**src/rtl/mips_pkg.sv**
```systemverilog
// Shared pipeline-control types and constants for the MIPS core.
package mips_pkg;

  typedef enum logic [2:0] {
    RUN,
    STALL,
    RESUME,
    DRAIN,
    HALTED
  } ctrl_state_t;

  localparam int unsigned STALL_CNT_W = 2;
  localparam logic [5:0]  HALT_OPCODE = 6'h11;

endpackage

```
**src/rtl/sat_down_counter.sv**
```systemverilog
// Loadable down-counter that floors at zero; load wins over decrement.
module sat_down_counter #(
  parameter int unsigned W = 2
) (
  input  logic         clk,
  input  logic         rst_n,
  input  logic         load,
  input  logic [W-1:0] load_val,
  input  logic         dec,
  output logic [W-1:0] cnt,
  output logic         zero
);

  always_ff @(posedge clk or negedge rst_n) begin
    if (!rst_n)
      cnt <= '0;
    else if (load)
      cnt <= load_val;
    else if (dec && (cnt != '0))
      cnt <= cnt - W'(1);
  end

  assign zero = (cnt == '0);

endmodule

```
**src/rtl/stall_controller.sv**
```systemverilog
// Pipeline stall / flush / halt-drain sequencer.
// Optional STALL_STATS_EN adds saturating stall-cycle and flush counters.
module stall_controller #(
  parameter int unsigned STALL_CNT_W  = mips_pkg::STALL_CNT_W,
  parameter int unsigned DRAIN_CYCLES = 4,
  parameter logic [5:0]  HALT_OPCODE  = mips_pkg::HALT_OPCODE
) (
  input  logic                   clk,
  input  logic                   rst_n,
  input  logic                   hazard,
  input  logic [STALL_CNT_W-1:0] count,
  input  logic [5:0]             id_opcode,
  input  logic                   branch_taken,
  output logic                   pc_we,
  output logic                   ifid_we,
  output logic                   ifid_flush,
  output logic                   idex_bubble,
  output logic                   stalled,
  output logic                   halted_o
`ifdef STALL_STATS_EN
  ,
  output logic [31:0]            stall_cycles,
  output logic [15:0]            flush_count
`endif
);

  import mips_pkg::*;

  localparam int unsigned DRAIN_W = $clog2(DRAIN_CYCLES + 1);

  ctrl_state_t state, state_nxt;

  logic [STALL_CNT_W-1:0] stall_cnt, stall_load_val;
  logic                   stall_load, stall_dec, stall_zero;
  logic [DRAIN_W-1:0]     drain_cnt, drain_load_val;
  logic                   drain_load, drain_dec, drain_zero;

  sat_down_counter #(.W(STALL_CNT_W)) u_stall_cnt (
    .clk      (clk),
    .rst_n    (rst_n),
    .load     (stall_load),
    .load_val (stall_load_val),
    .dec      (stall_dec),
    .cnt      (stall_cnt),
    .zero     (stall_zero)
  );

  sat_down_counter #(.W(DRAIN_W)) u_drain_cnt (
    .clk      (clk),
    .rst_n    (rst_n),
    .load     (drain_load),
    .load_val (drain_load_val),
    .dec      (drain_dec),
    .cnt      (drain_cnt),
    .zero     (drain_zero)
  );

  always_comb begin
    state_nxt      = state;
    pc_we          = 1'b1;
    ifid_we        = 1'b1;
    ifid_flush     = 1'b0;
    idex_bubble    = 1'b0;
    stalled        = (state == STALL);
    halted_o       = 1'b0;
    stall_load     = 1'b0;
    stall_load_val = '0;
    stall_dec      = 1'b0;
    drain_load     = 1'b0;
    drain_load_val = '0;
    drain_dec      = 1'b0;

    if (state != HALTED && branch_taken) begin
      // Taken branch overrides everything outside HALTED; pending counts are dropped.
      ifid_flush  = 1'b1;
      idex_bubble = 1'b1;
      stall_load  = 1'b1;
      drain_load  = 1'b1;
      state_nxt   = RUN;
    end else begin
      case (state)
        RUN: begin
          if (hazard) begin
            pc_we       = 1'b0;
            ifid_we     = 1'b0;
            idex_bubble = 1'b1;
            if (count > STALL_CNT_W'(1)) begin
              state_nxt      = STALL;
              stall_load     = 1'b1;
              stall_load_val = count - STALL_CNT_W'(1);
            end
          end else if (id_opcode == HALT_OPCODE) begin
            pc_we   = 1'b0;
            ifid_we = 1'b0;
            // This cycle counts as the first drain cycle, hence the minus one.
            if (DRAIN_CYCLES > 1) begin
              state_nxt      = DRAIN;
              drain_load     = 1'b1;
              drain_load_val = DRAIN_W'(DRAIN_CYCLES - 1);
            end else begin
              state_nxt = HALTED;
            end
          end
        end
        STALL: begin
          pc_we       = 1'b0;
          ifid_we     = 1'b0;
          idex_bubble = 1'b1;
          stall_dec   = 1'b1;
          if (stall_cnt == STALL_CNT_W'(1) || stall_zero)
            state_nxt = RESUME;
        end
        RESUME: state_nxt = RUN;
        DRAIN: begin
          pc_we       = 1'b0;
          ifid_we     = 1'b0;
          idex_bubble = 1'b1;
          drain_dec   = 1'b1;
          if (drain_cnt == DRAIN_W'(1) || drain_zero)
            state_nxt = HALTED;
        end
        HALTED: begin
          pc_we       = 1'b0;
          ifid_we     = 1'b0;
          idex_bubble = 1'b1;
          halted_o    = 1'b1;
        end
        default: state_nxt = RUN;
      endcase
    end
  end

  always_ff @(posedge clk or negedge rst_n) begin
    if (!rst_n)
      state <= RUN;
    else
      state <= state_nxt;
  end

`ifdef STALL_STATS_EN
  logic haz_bubble;
  assign haz_bubble = idex_bubble && !ifid_flush && (state == RUN || state == STALL);

  always_ff @(posedge clk or negedge rst_n) begin
    if (!rst_n) begin
      stall_cycles <= '0;
      flush_count  <= '0;
    end else begin
      if (haz_bubble && (stall_cycles != '1))
        stall_cycles <= stall_cycles + 32'd1;
      if (ifid_flush && (flush_count != '1))
        flush_count <= flush_count + 16'd1;
    end
  end
`endif

endmodule

```
**config.mk**
```make
export PLATFORM = sky130hd
export DESIGN_NAME = stall_controller
export DESIGN_NICKNAME = d
export VERILOG_FILES = /design/src/rtl/mips_pkg.sv /design/src/rtl/sat_down_counter.sv /design/src/rtl/stall_controller.sv
export SDC_FILE = /design/constraint.sdc
export NUM_CORES = 1
export LEC_CHECK = 0
export CELL_PAD_IN_SITES_DETAIL_PLACEMENT = 0
export CELL_PAD_IN_SITES_GLOBAL_PLACEMENT = 1
export CORE_ASPECT_RATIO = 1.1
export CORE_MARGIN = 4
export CORE_UTILIZATION = 36
export CTS_BUF_LIST = sky130_fd_sc_hd__clkbuf_4 sky130_fd_sc_hd__clkbuf_8
export DETAILED_ROUTE_END_ITERATION = 8
export PLACE_DENSITY = 0.86
export SYNTH_ARGS = -nofsm -noshare
export SYNTH_HDL_FRONTEND = slang
export SYNTH_SLANG_ARGS = --single-unit
```
**constraint.sdc**
```tcl
create_clock -name clk -period 2 [get_ports clk]
set_clock_uncertainty 0.1 [all_clocks]
set_input_delay 0.4 -clock clk [delete_from_list [all_inputs] [get_ports clk]]
set_output_delay 0.4 -clock clk [all_outputs]
set_load 0.05 [all_outputs]
```
==> results of run 1 <==
registers in the layout, summed over array words and instances, names as in the netlist:
register / flops
state: 3
u_drain_cnt.cnt: 3
u_stall_cnt.cnt: 2
power by group through the flow:
stage	clock network, mW	logic (mW)	registers (mW)
3_5_place_dp	0	0.163	0.181
5_1_grt	0.139	0.198	0.179
2_1_floorplan	0	0.0968	0.176
4_1_cts	0.124	0.174	0.177
6_report	0.126	0.185	0.178
3_3_place_gp	0	0.161	0.181
logic make-up (layout without fill, tap and decap cells):
group / after synthesis / after routing / synth area share, %
adder cells (fa/ha/maj): 5 / 5 / 9.634
AND/OR/NAND/NOR: 24 / 24 / 24.66
AO/OA/AOI/OAI: 24 / 24 / 25.05
flip-flops: 8 / 8 / 30.83
buffers and inverters: 13 / 42 / 9.825
how the worst max path moves through the flow:
stage | end | slack, ns
floorplan | pc_we | -0.07
global placement | u_stall_cnt.cnt[1]$_DFFE_PN0P_ | -0.17
detailed placement | u_stall_cnt.cnt[1]$_DFFE_PN0P_ | -0.19
CTS | ifid_we | 0.03
global route | idex_bubble | -0.008
finish | ifid_we | 0.05
synthesized netlist by cell type:
| master | n |
|---|---|
| a211oi_1 | 1 |
| buf_4 | 2 |
| nand4bb_1 | 1 |
| o22ai_1 | 1 |
| and3_1 | 1 |
| nor2b_1 | 2 |
| or3_1 | 5 |
| a311oi_1 | 1 |
| nand2_1 | 1 |
| nor4b_1 | 1 |
| and2_1 | 1 |
| a31o_2 | 1 |
| or4_1 | 1 |
| o21ai_0 | 6 |
| o21bai_1 | 1 |
| nor2_1 | 3 |
| or4b_4 | 1 |
| o21ba_2 | 1 |
| dfrtp_1 | 8 |
| a41o_1 | 1 |
| nor3b_1 | 2 |
| nor3_1 | 1 |
| o32ai_1 | 2 |
| buf_6 | 1 |
| nand3_1 | 2 |
| ha_1 | 5 |
| nor4_1 | 1 |
| o21a_1 | 2 |
| clkbuf_1 | 1 |
| a21oi_1 | 2 |
| a31oi_1 | 5 |
| or4bb_1 | 1 |
| inv_1 | 9 |
per-stage QoR:
step,worst slack [ns],util [%],setup TNS [ns],instances
final,0.04713,63.75,0,120
after global routing,-0.007867,63.75,-0.007867,120
after CTS,0.03212,61.07,0,118
after detailed placement,-0.1892,57.39,-1.131,113
after global placement,-0.1743,57.39,-1.028,113
after floorplan,-0.06751,-,-0.06751,74
cell usage in the layout (no fill, tap or decap), drive strengths merged:
cell / Yosys / final
and3: 1 / 1
o21a: 2 / 2
a31oi: 5 / 5
nor4b: 1 / 1
or4b: 1 / 1
nand2: 1 / 1
o32ai: 2 / 2
clkdlybuf4s50: 0 / 6
a211oi: 1 / 1
or3: 5 / 5
ha: 5 / 5
nor3: 1 / 1
clkbuf: 1 / 3
nor3b: 2 / 2
nor4: 1 / 1
o21ba: 1 / 1
a31o: 1 / 1
dfrtp: 8 / 8
nand4bb: 1 / 1
o21bai: 1 / 1
or4: 1 / 1
inv: 9 / 9
a41o: 1 / 1
dlygate4sd2: 0 / 5
and2: 1 / 1
o22ai: 1 / 1
or4bb: 1 / 1
nor2: 3 / 3
a21oi: 2 / 2
a311oi: 1 / 1
o21ai: 6 / 6
buf: 3 / 19
nand3: 2 / 2
nor2b: 2 / 2
per-layer routing:
metal | GRT usage, % | vias up
met3 | 1.994 | 2
li1 | - | 338
met1 | 19.55 | 332
met4 | 5.381 | 0
met5 | 0 | -
met2 | 22.17 | 22
what timing repair did:
action                     4_1_cts  5_1_grt
pin swaps                        3        1
setup endpoints to repair        2        3
gates resized for setup         13        6
buffers inserted                 2        2
final cells by class:
type | count | area share (%)
tap | 17 | 2.043
clock buffer | 3 | 2.163
sequential | 8 | 19.47
timing repair buffer | 30 | 29.93
multi-input combinational | 53 | 43.15
inverter | 9 | 3.245
worst register-to-register path, stage by stage, from the launching register on:
cell      delay, ns
dfrtp_2        0.43
buf_4          0.16
or4b_4         0.55
or3_1          0.32
a311oi_1       0.24
==> flow_metrics.tcl, run 1 <==
set metrics [dict create \
    timing.slew.headroom_pct 75.07 \
    fin_hold_ws_ns 0.3257 \
    ys_seq_area_share_pct 30.83 \
    htreeDepth 1 \
    p_leak_nw 0.4578 \
    nets 122 \
    syn_nets 91 \
    firstDrtPassIters 4 \
    grt.total_usage_pct 14.15 \
    cts.clk_slew.worst_paths_ns 0.06 \
    slowest_delay_ns 0.45 \
    area_delta_synth_final_pct 60.31 \
    synth_top_area_cell "dfrtp_1" \
    clkLatencyLatePin_ns 0.25 \
    path_depth 5 \
    critPathLaunchType "primary input" \
    top_layer_used "met4" \
    power.share.clock_pct 25.8 \
    antenna_left 0 \
    antenna_found_initial 0 \
    cts_hold_buf 0 \
    slowest_stage "clkdlybuf4s50_1" \
    synthCells 74 \
    gp_congestion 0.8259 \
    cts_buffer_depth 2 \
    fmax_mhz 512.1 \
    p_int_mw 0.3292 \
    ir_drop_uv 275.1 \
    ioPinCount 18 \
    die_y_um 52.55 \
    required_ns 1.50 \
    met3_length_um 86 \
    p_total_mw 0.4881 \
    slew_viol_final 0 \
    ys_warn_count 0 \
    yosysTopAreaCellShare_pct 30.83 \
    drt_iter0_drc 18 \
    finalHoldViolations 0 \
    status "complete, no violations" \
    r2r_setup_slack_ns 0.11 \
    layout.area.seq_sq_um 202.7 \
    powerDensity_nw_per_um2 468.9 \
    cts_root_buffer "clkbuf_4" \
    r2r-start "state[2]$_DFFE_PN0P_" \
    drc 0 \
    netlist_top_cells_area "dfrtp_1 31%, ha_1 9.6%, inv_1 5.2%" \
    seqPwrFrac_pct 36.4 \
    worst-path-buf-inv 2 \
    initial_core_util_pct 39.77 \
    post_synth_num_cell_types 33 \
    swShare_pct 32.57 \
    cp_cell_sequence "clkdlybuf4s50_1 > nor2b_4 > a21oi_2 > o21a_4 > buf_8" \
    end_kind "output port" \
    cp_top_family "buffers and inverters" \
    hpwl_um 1334 \
    cap_violations 0 \
    switching_power_mw 0.1590 \
    reg2reg_depth 4 \
    fillerInstances 139 \
    place_area_sq_um 937.1 \
    design_area_sq_um 1041 \
    via_per_inst 5.783 \
    grt_pass1_wl_um 2842 \
    crit_type "in2out" \
    r2r-end "u_stall_cnt.cnt[1]$_DFFE_PN0P_" \
    period_needed_ns 1.953 \
    synth-seq-cells 8 \
    cts.sinks 8 \
    diodes 0 \
    drive_gt1_share_pct 34.95 \
    synth_area_per_cell_sq_um 8.775 \
    arrival_ns 1.45 \
    grt_max_degree 9 \
    cts_tree "yes" \
    worst_slew_pin_slew_ns 0.3729 \
    multi_input_area_sq_um 449.2 \
    worstSetupStartpoint "id_opcode[4]" \
    cts_made_buffers 3 \
    wire_per_inst_um 14.75 \
    overflow 0 \
    drt-met1-wl_um 788 \
    dieArea_sq_um 2548 \
    grt_pass1_vias 649 \
    wl_met2_um 882 \
    vias 694 \
    coreArea_sq_um 1633 \
    period_share_pct 97.64 \
    cp_max_fo 2 \
    rows 15 \
    synthesis.area_sq_um 649.4 \
    die_width_um 48.50 \
    hold_path_class "in2async" \
    totalWireLength_um 1770 \
    setup_viol 0 \
    p_comb_share_pct 37.8 \
    numPortBuffers 17 \
]
(Power assumes the default switching activity.)
==> inputs of run 2 (changes only) <==
Settings changed: CAP_MARGIN set to 20.
==> results of run 2 <==
The final DEF is identical to that of run 1; final timing and power are the same.
==> inputs of run 3 (changes only) <==
Settings changed: HOLD_SLACK_MARGIN set to 0.03, PLACE_DENSITY 0.86 to 0.92.
==> flow_metrics.tcl, run 3 (same netlist as run 1, synthesis figures left out) <==
set metrics [dict create \
    status "complete, no violations" \
    antenna_left 0 \
    cap_violations 0 \
    firstDrtPassIters 4 \
    end_kind "output port" \
    initial_core_util_pct 39.77 \
    r2r_setup_slack_ns 0.08 \
    cp_top_family "buffers and inverters" \
    fin_hold_ws_ns 0.3291 \
    path_depth 4 \
    grt_max_degree 9 \
    cp-endpoint "pc_we" \
    antenna_found_initial 0 \
    cts.sinks 8 \
    fin_util_pct 63.75 \
    r2r-start "state[2]$_DFFE_PN0P_" \
    arrival_ns 1.45 \
    drive_gt1_share_pct 35.58 \
    powerDensity_nw_per_um2 467.6 \
    vias 695 \
    cp_max_fo 5 \
    ir_drop_uv 273.0 \
    cts.clk_slew.worst_paths_ns 0.06 \
    met3_length_um 106 \
    wire_per_inst_um 14.31 \
    area_delta_synth_final_pct 60.31 \
    dp_slack_ns -0.2431 \
    cts_tree "yes" \
    cp_cell_sequence "dlygate4sd2_1 > or3_4 > o21a_2 > buf_8" \
    r2r-end "u_stall_cnt.cnt[1]$_DFFE_PN0P_" \
    p_leak_nw 0.4680 \
    layout_common_cells "14 x buf_4, 9 x inv_1, 6 x o21ai_0" \
    cts_root_buffer "clkbuf_4" \
    fmax_mhz 511.8 \
    tns_ns 0 \
    crit_type "in2out" \
    design_area_sq_um 1041 \
    drt_iter0_drc 17 \
    totalWireLength_um 1732 \
    die_width_um 48.50 \
    setup_viol 0 \
    rsz0062_at_grt "no" \
    hold_path_class "in2async" \
    slew_viol_final 0 \
    die_y_um 52.55 \
    clkLatencyLatePin_ns 0.26 \
    slowest_delay_ns 0.38 \
    numPortBuffers 17 \
    slowest_stage "or3_4" \
    grt_pass1_wl_um 2760 \
    diodes 0 \
    htreeDepth 1 \
    multi_input_area_sq_um 436.7 \
    worstSetupStartpoint "branch_taken" \
    hpwl_um 1349 \
    via_per_inst 5.744 \
    worst-path-buf-inv 2 \
    wl_met2_um 845 \
    cts_buffer_depth 2 \
    critPathLaunchType "primary input" \
    drc 0 \
    place_inst 114 \
    grt.total_usage_pct 14.19 \
    cts_made_buffers 3 \
    top_regs "state: 3 flops, u_drain_cnt.cnt: 3 flops, u_stall_cnt.cnt: 2 flops" \
    timing.final.ws_setup_ns 0.04614 \
    required_ns 1.50 \
    gp_congestion 0.8737 \
    ioPinCount 18 \
    fillerInstances 131 \
    reg2reg_depth 4 \
    layout.area.seq_sq_um 203.9 \
    dieArea_sq_um 2548 \
    finalHoldViolations 0 \
    worst_slew_pin_slew_ns 0.3882 \
    period_needed_ns 1.954 \
    coreArea_sq_um 1633 \
    fin_cells 121 \
    p_total_mw 0.4868 \
    overflow 0 \
    layout_commonest_cell "buf_4" \
    period_share_pct 97.69 \
    grt_pass1_vias 637 \
    place_area_sq_um 944.7 \
    top_layer_used "met4" \
    timing.slew.headroom_pct 74.04 \
    drt-met1-wl_um 751 \
    rows 15 \
    nets 123 \
]
-- run 3: how the worst min path moves through the flow --
stage / from / end / slack (ns) / cells past startpoint
after detailed placement: u_drain_cnt.cnt[1]$_DFFE_PN0P_ / u_drain_cnt.cnt[1]$_DFFE_PN0P_ / 0.46 / 2
final: rst_n / u_stall_cnt.cnt[0]$_DFFE_PN0P_ / 0.33 / 1
after CTS: rst_n / u_drain_cnt.cnt[1]$_DFFE_PN0P_ / 0.34 / 1
after floorplan: rst_n / state[0]$_DFFE_PN0P_ / 0.004 / 0
after global routing: rst_n / u_drain_cnt.cnt[1]$_DFFE_PN0P_ / 0.35 / 1
after global placement: u_drain_cnt.cnt[1]$_DFFE_PN0P_ / u_drain_cnt.cnt[1]$_DFFE_PN0P_ / 0.46 / 2
-- run 3: cell type report --
type                            count  area share, %
Multi-Input combinational cell     53          41.95
Clock buffer                        3          2.163
Tap cell                           17          2.043
Timing Repair Buffer               31          31.01
Sequential cell                     8          19.59
Inverter                            9          3.245
-- run 3: metal layers --
| layer | up-vias | track usage, % |
|---|---|---|
| li1 | 339 | - |
| met1 | 321 | 16.38 |
| met3 | 7 | 2.849 |
| met4 | 0 | 7.175 |
| met5 | - | 0 |
| met2 | 28 | 24.78 |
-- run 3: what timing repair did --
action                     CTS  global route
setup endpoints to repair    2             3
hold buffers                 0             0
gates cloned                 0             0
gates resized for setup     13             7
buffers inserted             1             3
pin swaps                    3             3
-- run 3: worst reg2reg max path, delay by kind of cell, from the launching register on --
kind | cells | cell delay (ns)
AO/OA/AOI/OAI | 1 | 0.26
flip-flops | 1 | 0.42
AND/OR/NAND/NOR | 2 | 0.88
buffers and inverters | 1 | 0.16
-- run 3: power breakdown --
group | leakage (nW) | switching, mW | internal [mW]
Clock | 0.0138 | 0.0590 | 0.0690
Combinational | 0.349 | 0.0922 | 0.0896
Sequential | 0.105 | 0.00790 | 0.169
Total | 0.468 | 0.159 | 0.328
